**config.mk**
```make
export PLATFORM = sky130hd
export DESIGN_NAME = score_ssd_driver
export DESIGN_NICKNAME = d
export VERILOG_FILES = /design/src/rtl/ssd_pkg.sv /design/src/rtl/bcd_counter4.sv /design/src/rtl/score_ssd_driver.sv
export SDC_FILE = /design/constraint.sdc
export NUM_CORES = 1
export LEC_CHECK = 0
export ABC_CLOCK_PERIOD_IN_PS = 4050
export CELL_PAD_IN_SITES_DETAIL_PLACEMENT = 0
export CELL_PAD_IN_SITES_GLOBAL_PLACEMENT = 1
export CORE_MARGIN = 5
export CORE_UTILIZATION = 25
export CTS_CLUSTER_SIZE = 25
export DETAILED_ROUTE_END_ITERATION = 6
export DONT_BUFFER_PORTS = 1
export PLACE_DENSITY_LB_ADDON = 0.2
export SKIP_LAST_GASP = 1
export SYNTH_ARGS = -nofsm -noshare
export SYNTH_HDL_FRONTEND = slang
export SYNTH_SLANG_ARGS = --single-unit
```
**constraint.sdc**
```tcl
create_clock -name board_clk -period 4.05 [get_ports board_clk]
set_clock_uncertainty 0.15 [all_clocks]
set_input_delay 0.81 -clock board_clk [delete_from_list [all_inputs] [get_ports board_clk]]
set_output_delay 0.81 -clock board_clk [all_outputs]
set_load 0.02 [all_outputs]
```
**src/rtl/ssd_pkg.sv**
```systemverilog
// Shared constants for the score seven-segment driver: digit geometry and
// active-low segment patterns ordered {a,b,c,d,e,f,g}.
package ssd_pkg;

   localparam int unsigned NUM_DIGITS = 4;
   localparam int unsigned BCD_W      = 4;
   localparam int unsigned SCORE_W    = NUM_DIGITS * BCD_W;
   localparam int unsigned SEG_W      = 8;

   localparam logic [SEG_W-1:0] SSD_BLANK = 8'hFF;

   localparam logic [6:0] SEG_0 = 7'b0000001;
   localparam logic [6:0] SEG_1 = 7'b1001111;
   localparam logic [6:0] SEG_2 = 7'b0010010;
   localparam logic [6:0] SEG_3 = 7'b0000110;
   localparam logic [6:0] SEG_4 = 7'b1001100;
   localparam logic [6:0] SEG_5 = 7'b0100100;
   localparam logic [6:0] SEG_6 = 7'b0100000;
   localparam logic [6:0] SEG_7 = 7'b0001111;
   localparam logic [6:0] SEG_8 = 7'b0000000;
   localparam logic [6:0] SEG_9 = 7'b0000100;

   // Non-decimal nibbles come back all-off.
   function automatic logic [6:0] seg_pattern(input logic [BCD_W-1:0] d);
      logic [6:0] p;
      p = 7'h7F;
      case (d)
         4'd0: p = SEG_0;
         4'd1: p = SEG_1;
         4'd2: p = SEG_2;
         4'd3: p = SEG_3;
         4'd4: p = SEG_4;
         4'd5: p = SEG_5;
         4'd6: p = SEG_6;
         4'd7: p = SEG_7;
         4'd8: p = SEG_8;
         4'd9: p = SEG_9;
         default: p = 7'h7F;
      endcase
      return p;
   endfunction

endpackage

```
**src/rtl/bcd_counter4.sv**
```systemverilog
// Four-digit saturating BCD incrementer with synchronous clear and a sticky
// overflow flag raised by an increment attempted at 9999.
module bcd_counter4
   import ssd_pkg::*;
(
   input  logic               board_clk,
   input  logic               Reset,
   input  logic               i_inc,
   input  logic               i_clr,
   output logic [SCORE_W-1:0] o_count,
   output logic               o_overflow
);

   localparam logic [SCORE_W-1:0] ALL_NINES = 16'h9999;

   logic [SCORE_W-1:0] r_count;
   logic               r_overflow;
   logic [SCORE_W-1:0] w_next;

   // Ripple carry digit by digit, ones first.
   always_comb begin : p_next
      logic w_carry;
      w_next  = r_count;
      w_carry = 1'b1;
      for (int d = 0; d < int'(NUM_DIGITS); d++) begin
         if (w_carry) begin
            if (r_count[d*BCD_W +: BCD_W] == 4'd9) begin
               w_next[d*BCD_W +: BCD_W] = 4'd0;
            end else begin
               w_next[d*BCD_W +: BCD_W] = r_count[d*BCD_W +: BCD_W] + 4'd1;
               w_carry = 1'b0;
            end
         end
      end
   end

   // Clear dominates a coincident increment.
   always_ff @(posedge board_clk or posedge Reset) begin
      if (Reset) begin
         r_count    <= '0;
         r_overflow <= 1'b0;
      end else if (i_clr) begin
         r_count    <= '0;
         r_overflow <= 1'b0;
      end else if (i_inc) begin
         if (r_count == ALL_NINES) begin
            r_overflow <= 1'b1;
         end else begin
            r_count <= w_next;
         end
      end
   end

   assign o_count    = r_count;
   assign o_overflow = r_overflow;

endmodule

```
**src/rtl/score_ssd_driver.sv**
```systemverilog
// Score/high-score keeper that scans the selected value onto a four-anode
// seven-segment display with active-low anodes and segments.
module score_ssd_driver
   import ssd_pkg::*;
#(
   parameter int unsigned SCAN_DIV_BITS = 18,
   parameter int unsigned BLANK_LEADING = 1
) (
   input  logic                  board_clk,
   input  logic                  Reset,
   input  logic                  score_pulse,
   input  logic                  game_reset,
   input  logic                  show_high,
   output logic [SCORE_W-1:0]    score_bcd,
   output logic [SCORE_W-1:0]    high_bcd,
   output logic                  overflow,
   output logic [NUM_DIGITS-1:0] an,
   output logic [SEG_W-1:0]      seg
);

   localparam int unsigned SCAN_W = SCAN_DIV_BITS + 2;

   logic                  r_sp_s1, r_sp_s2, r_sp_s3;
   logic                  r_gr_s1, r_gr_s2;
   logic                  r_inc;
   logic                  w_edge;
   logic [SCORE_W-1:0]    w_score;
   logic                  w_overflow;
   logic [SCORE_W-1:0]    r_high;
   logic [SCAN_W-1:0]     r_scan;
   logic [1:0]            w_digit;
   logic [SCORE_W-1:0]    w_disp;
   logic [BCD_W-1:0]      w_nib;
   logic                  w_blank;
   logic                  w_dp;
   logic [NUM_DIGITS-1:0] w_an;
   logic [SEG_W-1:0]      w_seg;
   logic [NUM_DIGITS-1:0] r_an;
   logic [SEG_W-1:0]      r_seg;

   // Synchronisers; the rising-edge strobe is registered once more before use.
   always_ff @(posedge board_clk or posedge Reset) begin
      if (Reset) begin
         r_sp_s1 <= 1'b0;
         r_sp_s2 <= 1'b0;
         r_sp_s3 <= 1'b0;
         r_gr_s1 <= 1'b0;
         r_gr_s2 <= 1'b0;
         r_inc   <= 1'b0;
      end else begin
         r_sp_s1 <= score_pulse;
         r_sp_s2 <= r_sp_s1;
         r_sp_s3 <= r_sp_s2;
         r_gr_s1 <= game_reset;
         r_gr_s2 <= r_gr_s1;
         r_inc   <= w_edge;
      end
   end

   assign w_edge = r_sp_s2 & ~r_sp_s3;

   bcd_counter4 u_counter (
      .board_clk  (board_clk),
      .Reset      (Reset),
      .i_inc      (r_inc),
      .i_clr      (r_gr_s2),
      .o_count    (w_score),
      .o_overflow (w_overflow)
   );

   // Valid BCD orders the same as plain binary, so a direct compare is MSD-first.
   always_ff @(posedge board_clk or posedge Reset) begin
      if (Reset) begin
         r_high <= '0;
      end else if (w_score > r_high) begin
         r_high <= w_score;
      end
   end

   always_ff @(posedge board_clk or posedge Reset) begin
      if (Reset) begin
         r_scan <= '0;
      end else begin
         r_scan <= r_scan + SCAN_W'(1);
      end
   end

   assign w_digit = r_scan[SCAN_W-1 -: 2];

   // Digit select, leading-zero blanking and segment decode for the active slot.
   always_comb begin
      w_disp  = show_high ? r_high : w_score;
      w_nib   = w_disp[32'(w_digit)*BCD_W +: BCD_W];
      w_blank = (BLANK_LEADING != 0) && (w_digit != 2'd0) &&
                ((w_disp >> (32'(w_digit)*BCD_W)) == '0);
      w_dp    = ~(show_high && (w_digit == 2'd0));
      w_an    = w_blank ? {NUM_DIGITS{1'b1}} : ~(NUM_DIGITS'(1) << w_digit);
      w_seg   = SSD_BLANK;
      if (!w_blank && (w_nib <= 4'd9)) begin
         w_seg = {seg_pattern(w_nib), w_dp};
      end
   end

   always_ff @(posedge board_clk or posedge Reset) begin
      if (Reset) begin
         r_an  <= {NUM_DIGITS{1'b1}};
         r_seg <= SSD_BLANK;
      end else begin
         r_an  <= w_an;
         r_seg <= w_seg;
      end
   end

   assign score_bcd = w_score;
   assign high_bcd  = r_high;
   assign overflow  = w_overflow;
   assign an        = r_an;
   assign seg       = r_seg;

endmodule

```
# ---- Word-level counts from Yosys, hierarchy flattened
# Memory sizes are Yosys's and may differ from the RTL's.
# Cells that the tools add are included.
dict set report word_totals {
  register_bits 71
  romBits 112
  in_bits 5
  out_inout_bits 45
  memories 1
}
dict set report op_classes {
  addsub 5
  n_lt_le_gt_ge 2
  eq_ne 6
  shifts 3
  mux 21
  bitwise 4
  reduce_logical 17
}
# name words word_bits rd rd_clocked_by_memory_dff wr line_no
set memory_table {}
lappend memory_table {{(no name shown)} 16 7 1 0 0 ssd_pkg.sv:27} ;# case (d)
# op count
set op_table {}
lappend op_table {{two-way mux 16 bit} 4}
lappend op_table {{two-way mux 4 bit} 8}
lappend op_table {{adder 20 x 1 -> 20 bit, second input constant} 1}
lappend op_table {{adder 4 x 1 -> 4 bit, second input constant} 4}
lappend op_table {{equality test 16 bit, second input constant} 1}
lappend op_table {{equality test 4 bit, second input constant} 4}
lappend op_table {{greater-than comparator 16 bit} 1}
lappend op_table {{zero test 16 bit} 1}
lappend op_table {{indexed part select 16 x 5 -> 4 bit} 1}
lappend op_table {{right shift 16 x 4 -> 16 bit} 1}
lappend op_table {{nonzero test 2 bit} 6}
lappend op_table {{AND reduction 3 bit} 3}
lappend op_table {{two-way mux 1 bit} 8}
lappend op_table {{two-way mux 8 bit} 1}
lappend op_table {{<= comparator 4 bit, second input constant} 1}
lappend op_table {{inverter 4 bit} 1}
lappend op_table {{AND reduction 2 bit} 2}
lappend op_table {{<< shifter 1 x 2 -> 4 bit, first input constant} 1}
lappend op_table {{logical AND 1 bit} 3}
lappend op_table {{zero test 2 bit} 1}
lappend op_table {{inequality test 2 bit, second input constant} 1}
lappend op_table {{inverter 1 bit} 2}
lappend op_table {{AND 1 bit} 1}
lappend op_table {{zero test 1 bit} 1}

# ---- Longest topological paths before layout
# Gate-level depths: netlist of the first run.
dict set report logic_depth {
  depth_word 8
  mapped_depth 9
  depth_no_buf 7
}

# ---- Modules after synthesis
# Synthesis of the first run repeated with hierarchy kept, for this count alone.
dict set report hier_totals {
  hier_cells 378
  hier_area_um2 4192.8
}
# module instances cells_each area_each_um2 seq_area_each_um2
set by_module_without_submodules {}
lappend by_module_without_submodules {score_ssd_driver 1 269 3136.8 1366.3}
lappend by_module_without_submodules {bcd_counter4 1 109 1056.0 425.4}

# ---- Least setup slack after synthesis of the first run
# No wires, ideal clock.
dict set report synth_path {
  path_type {in2reg}
  startpoint {input show_high}
  endpoint {register r_seg[1], in the netlist seg[1]}
  setup_ns 0.079
  t_arrival_ns 2.504
  slack_ns 1.317
  cell_stages 8
  n_path_buf 2
  cell_sequence {buf_6 -> buf_6 -> mux2i_1 -> mux4_2 -> ha_1 -> o21a_4 -> nor3b_4 -> o21ai_0}
}
dict set report synth_between {
  elab_chain_len 7
}
# element line_no
set synth_rtl {}
lappend synth_rtl {{start, declared} score_ssd_driver.sv:13} ;# input logic show_high,
lappend synth_rtl {{two-way mux 16 bit (*)} score_ssd_driver.sv:92} ;# w_disp = show_high ? r_high : w_score;
lappend synth_rtl {{branches (longest 5 deep; another with memory read (16 x 7 bit))} n/a}
lappend synth_rtl {{two-way mux 8 bit (*)} score_ssd_driver.sv:99} ;# if (!w_blank && (w_nib <= 4'd9)) begin
lappend synth_rtl {{net w_seg[1]} score_ssd_driver.sv:37} ;# logic [SEG_W-1:0] w_seg;
lappend synth_rtl {{end signal, assigned} score_ssd_driver.sv:110} ;# r_seg <= w_seg;
lappend synth_rtl {{end, declared} score_ssd_driver.sv:39} ;# logic [SEG_W-1:0] r_seg;
# Mark *: on every way through the listed nets, which the timed path passes.
# A chain may end at the register's enable or synchronous reset.

# ---- Worst setup path after layout of the first run
dict set report layout_path {
  startpoint {register u_counter.r_count[12], in the netlist u_counter.o_count[12]}
  endpoint {register r_high[6], in the netlist high_bcd[6]}
}
dict set report layout_between {
  elab_chain_len 1
}
# element line_no
set layout_rtl {}
lappend layout_rtl {{start, declared} bcd_counter4.sv:16} ;# logic [SCORE_W-1:0] r_count;
lappend layout_rtl {{start signal, assigned} bcd_counter4.sv:49} ;# r_count <= w_next;
lappend layout_rtl {{greater-than comparator 16 bit} score_ssd_driver.sv:75} ;# end else if (w_score > r_high) begin
lappend layout_rtl {{end signal, assigned} score_ssd_driver.sv:76} ;# r_high <= w_score;
lappend layout_rtl {{end, declared} score_ssd_driver.sv:29} ;# logic [SCORE_W-1:0] r_high;
# Every way passes these cells.

==> flow_summary.json, run 1 <==
{
  "status": "finished clean",
  "clk_latency_ps": 350,
  "die_area_sq_mm": 0.0187,
  "io-pin-count": 50,
  "diodes": 0,
  "die_w_um": 137,
  "final_common_cell": "dfrtp_1",
  "vdd_drop_max_mv": 0.274,
  "grt_pass1_vias": 2821,
  "final_cell_mix": "dfrtp_1, ha_1, nand2_1, inv_1, nor2_1",
  "synth-edff-count": 0,
  "critPathCaptureType": "flop",
  "grtUsageTotal_pct": 11.4,
  "grt_max_degree": 28,
  "use_met1_pct": 14.1,
  "cts_hold_buf": 0,
  "postCtsResizedCells": 0,
  "cts_buffer_depth": 2,
  "viasPerCell": 4.58,
  "synth_top_family_by_area": "simple AND/OR/NAND/NOR gates",
  "dp_hpwl_mm": 7.47,
  "vias": 2731,
  "die_h_um": 137,
  "final_layout_size_suffix_gt1_share_pct": 16.3,
  "hold_viol": 0,
  "fmax_mhz": 329,
  "postCtsSetupBuffers": 0,
  "placement_rows": 46,
  "min_from": "r_gr_s1",
  "syn_area_sq_mm": 0.00401,
  "p_per_area_mw_per_mm2": 427,
  "setup_violations": 0,
  "synth_flop_cell": "dfrtp_1",
  "path_class": "reg2reg",
  "min_period_ps": 3040,
  "multi_input_area_sq_mm": 0.00205,
  "p_leak_uw": 0.00203,
  "gp_congestion": 0.783,
  "r2r_setup_slack_ps": 1010,
  "layout_setup_ws_ps": 1010,
  "fillCellCount": 1635,
  "whs_path_depth": 0,
  "wl_mm": 9.93,
  "fin_crit_sh_pct": 75.0,
  "post-route-util_pct": 29.1,
  "cp-start-kind": "flop",
  "synthToLayoutAreaGrowth_pct": 15.0,
  "syn_area_per_cell_sq_um": 10.9,
  "synth.area.mux_share_pct": 12.4,
  "whs_endpoint": "r_gr_s2",
  "async_flop_share_pct": 100,
  "grt-busiest-layer": "met2",
  "htree_num_levels": 3,
  "slew_viol_final": 0,
  "coreArea_sq_mm": 0.0158,
  "drc": 0,
  "first_pass_iters": 4,
  "final_nets": 410,
  "cp-startpoint": "u_counter.o_count[12]",
  "wire_per_inst_um": 16.7,
  "ys_types": 56,
  "ys_seq_area_share_pct": 44.7,
  "drtIter0Drc": 178,
  "ant_nets": 0,
  "hold_class": "reg2reg",
  "r2r_cells": 7,
  "path_clk_slew_ps": 60,
  "cp.required_ps": 4120,
  "synth_seq_cells": 71,
  "antenna_found_initial": 0,
  "gr-total-overflow": 0,
  "cts.sinks": 71,
  "cts_tree": "done",
  "yosys.area_share.adder_pct": 9.36,
  "root_buffer": "clkbuf_16",
  "grtUsageMet2_pct": 17.2,
  "synth_xor_area_share_pct": 4.37,
  "tns_ps": 0,
  "synthCells": 367,
  "synth_compound_area_share_pct": 9.99,
  "portBuffers": 0,
  "use_met3_pct": 5.70,
  "yosys_warnings": 0,
  "cap_violations": 0,
  "slew_headroom_pct": 47.3,
  "grt_pass1_wl_mm": 16.1,
  "rr_startpoint": "u_counter.o_count[12]",
  "place_ws_ps": 1010,
  "cts_buffers": 9,
  "syn_nets": 402,
  "timing.rr.end": "high_bcd[6]",
  "grt_setup_unrepaired": "false",
  "synth_simple_gate_area_share_pct": 15.0,
  "tightest_slew_ps": 791,
  "start_util_pct": 25.3,
  "critPathMaxFanout": 12,
  "regArea_sq_mm": 0.00179,
  "cp.arrival_ps": 3110
}
critical path, cell delays in order, from the launching register on:
cell and delay (ps):
dfrtp_1 590, ha_1 390, nand4_1 150, nor4_1 380
a21boi_0 230, o31a_1 360, buf_4 310, mux2_2 360
cell usage after synthesis (9+ instances only):
library cell / count / area share [%]
mux2_2: 9 / 2.5
xnor2_1: 11 / 2.4
ha_1: 30 / 9.4
a21oi_1: 11 / 1.4
xor2_1: 9 / 2.0
nor2_1: 24 / 2.2
nand3_1: 14 / 1.7
dfstp_2: 12 / 7.9
dfrtp_1: 59 / 37
o21ai_0: 16 / 2.0
mux2i_1: 17 / 4.2
nor3_1: 9 / 1.1
inv_1: 26 / 2.4
nand2_1: 25 / 2.3
per-stage QoR:
stage	area (sq um)	total power [uW]	instances	hold WS, ps
after global routing	4610	2060	596	218
after CTS	4610	2000	596	200
after floorplan	4010	1020	367	181
final	4610	1970	596	197
after detailed placement	4260	1050	580	186
after global placement	4260	1050	580	183
routing by layer:
| layer | routed length, um | vias up |
|---|---|---|
| met4 | 146 | 0 |
| met3 | 878 | 13 |
| met5 | 0 | - |
| met2 | 4440 | 54 |
| li1 | - | 1335 |
| met1 | 4460 | 1329 |
power breakdown:
part	internal [uW]	total [uW]	switching (uW)
registers	743	793	49.4
logic	108	238	130
clock network	621	935	314
sequential cells by signal, indices dropped and copies added (netlist names):
| register | cells |
|---|---|
| r_scan | 20 |
| seg | 8 |
| high_bcd | 16 |
| r_gr_s1 | 1 |
| r_gr_s2 | 1 |
| u_counter.o_count | 16 |
| r_inc | 1 |
| r_sp_s2 | 1 |
| r_sp_s1 | 1 |
| u_counter.o_overflow | 1 |
| r_sp_s3 | 1 |
| an | 4 |
cell families after synthesis:
logic type      Yosys count
simple gates            115
flops                    71
compound gates           58
mux                      38
buf+inv                  35
fa+ha+maj                30
xor+xnor                 20
how the worst max path moves through the flow:
stage	cells after the start	endpoint
floorplan	1	high_bcd[0]
global placement	8	high_bcd[7]
detailed placement	8	high_bcd[6]
CTS	8	high_bcd[6]
global route	8	high_bcd[6]
finish	7	high_bcd[6]
layout make-up:
class | instances | share of cell area [%]
Clock buffer | 10 | 5.18
Clock inverter | 6 | 2.50
Inverter | 26 | 2.12
Multi-Input combinational cell | 261 | 44.5
Sequential cell | 71 | 38.9
Tap cell | 216 | 5.86
Timing Repair Buffer | 6 | 0.977
(Power assumes the default switching activity.)
==> inputs of run 2 (changes only) <==
Settings changed: ABC_CLOCK_PERIOD_IN_PS 4050 to 2500.
Clock period 4.05 ns to 2.5 ns, I/O delays scaled along.
==> run 2 against run 1 <==
  * Cell area is 11% higher
  * Largest cell class unchanged
  * First-iteration DRC count is 22% lower
  * Utilization is 3.3 points higher
  * Sequential power is 58% higher
  * Cell count is 9.6% higher
  * Setup slack worse by 990 ps
  * Via count is 7.9% higher
  * Clock power is 37% higher
  * Count of clock-buffer cells in the layout is 3 higher
  * Largest power group unchanged
  * Combinational power grew to 3.1 times the previous value
  * Critical path depth is 3 higher
==> flow_summary.json, run 2 (same netlist as run 1, synthesis figures left out) <==
{
  "fillCellCount": 1615,
  "die_area_sq_mm": 0.0187,
  "path_class": "reg2reg",
  "regArea_sq_mm": 0.00179,
  "antenna_found_initial": 0,
  "io-pin-count": 50,
  "highest_layer": "met4",
  "clk_latency_ps": 340,
  "final_nets": 467,
  "drc": 0,
  "tightest_slew_ps": 478,
  "grt_max_degree": 60,
  "ant_nets": 0,
  "fin_crit_sh_pct": 99.2,
  "synthToLayoutAreaGrowth_pct": 27.9,
  "wl_mm": 10.7,
  "coreArea_sq_mm": 0.0158,
  "die_w_um": 137,
  "die_h_um": 137,
  "setup_violations": 0,
  "vias": 2947,
  "viasPerCell": 4.51,
  "gp_congestion": 0.775,
  "min_period_ps": 2480,
  "min_from": "score_pulse",
  "path_clk_slew_ps": 60,
  "cts_buffers": 9,
  "final_layout_size_suffix_gt1_share_pct": 29.1,
  "drtIter0Drc": 139,
  "final_cell_mix": "dfrtp_1, buf_4, ha_1, nand2_1, nor2_1",
  "multi_input_area_sq_mm": 0.00213,
  "cp.required_ps": 2570,
  "rr_startpoint": "high_bcd[8]",
  "p_per_area_mw_per_mm2": 637,
  "slew_viol_final": 0,
  "vdd_drop_max_mv": 0.320,
  "met1_length_mm": 5.08,
  "cts.sinks": 71,
  "start_util_pct": 25.3,
  "critPathCaptureType": "flop",
  "dr_wl_met3_um": 645,
  "slew_headroom_pct": 68.1,
  "status": "finished clean",
  "cts_buffer_depth": 2,
  "wire_per_inst_um": 16.4,
  "largest_reg_flops": 20,
  "dr_wl_met2_mm": 4.80,
  "htree_num_levels": 3,
  "hold_class": "in2reg",
  "grt_pass1_wl_mm": 16.9,
  "portBuffers": 0,
  "fmax_mhz": 403,
  "tns_ps": 0,
  "dp_hpwl_mm": 8.06,
  "grt_pass1_vias": 2949,
  "root_buffer": "clkbuf_16",
  "cp.arrival_ps": 2550,
  "gr-total-overflow": 0,
  "grtUsageTotal_pct": 12.0,
  "critPathMaxFanout": 6,
  "first_pass_iters": 4,
  "cp-start-kind": "flop",
  "placed_area_sq_mm": 0.00461,
  "cts_tree": "done",
  "stdcell_area_sq_mm": 0.00513,
  "placement_rows": 46,
  "regMostFlops": "r_scan",
  "diodes": 0,
  "final_common_cell": "dfrtp_1",
  "grt_setup_unrepaired": "true",
  "post-route-util_pct": 32.4,
  "hold_viol": 0,
  "cp-startpoint": "high_bcd[8]",
  "cap_violations": 0,
  "p_leak_uw": 0.00233
}
-- run 2: final cells by class --
class	instances	area share (%)
clock inverter	3	0.830
timing repair buffer	63	10.4
multi-input combinational	261	41.6
clock buffer	13	4.88
sequential	71	35.0
inverter	26	1.98
tap	216	5.27
-- run 2: worst paths after layout --
kind | end | slack, ps | cells past startpoint
max in group asynchronous | seg[1] | 1060 | 3
worst max register to register | high_bcd[15] | 20 | 10
worst max-delay path | high_bcd[15] | 20 | 10
min in group asynchronous | r_sp_s2 | 470 | 2
worst min register to register | r_sp_s2 | 200 | 0
worst min-delay path | r_sp_s1 | 40 | 0
-- run 2: metal layers --
metal  vias to the layer above  global-route usage [%]
met2                        41                    18.0
met1                      1449                    15.8
met5                         -                       0
met4                         0                    5.04
met3                        11                    3.93
li1                       1446                       -
-- run 2: timing repair --
| action | 4_1_cts | 5_1_grt |
|---|---|---|
| cloned | 0 | 1 |
| endpoints found under the hold margin | 12 | 0 |
| setup endpoints to repair | 6 | 18 |
| hold buffers | 1 | 0 |
| pin swaps | 0 | 6 |
| resized for setup | 1 | 21 |
| buffers inserted | 0 | 12 |
-- run 2: where the power goes --
part | switching [uW] | internal [uW] | leakage (uW)
Clock | 484 | 799 | 0.000140
Combinational | 318 | 411 | 0.00127
Sequential | 49.0 | 1200 | 0.000918
Total | 851 | 2410 | 0.00233
-- run 2: critical path, stage by stage, from the launching register on --
cell       delay (ps)
dfrtp_1           350
inv_1              50
ha_1              280
nand4_1           170
buf_4             140
nor2_1             30
a221o_1           300
o31a_1            320
buf_6             130
clkbuf_16         150
mux2_4            290
-- run 2: through the flow --
| step | power [uW] | hold slack, ps | setup slack [ps] | instances |
|---|---|---|---|---|
| floorplan | 1650 | 181 | 15.2 | 367 |
| global placement | 1780 | 182 | 59.0 | 623 |
| detailed placement | 1780 | 187 | -19.9 | 623 |
| CTS | 3100 | 17.2 | 4.25 | 640 |
| global route | 3420 | 20.0 | -78.3 | 653 |
| finish | 3270 | 35.9 | 20.8 | 653 |
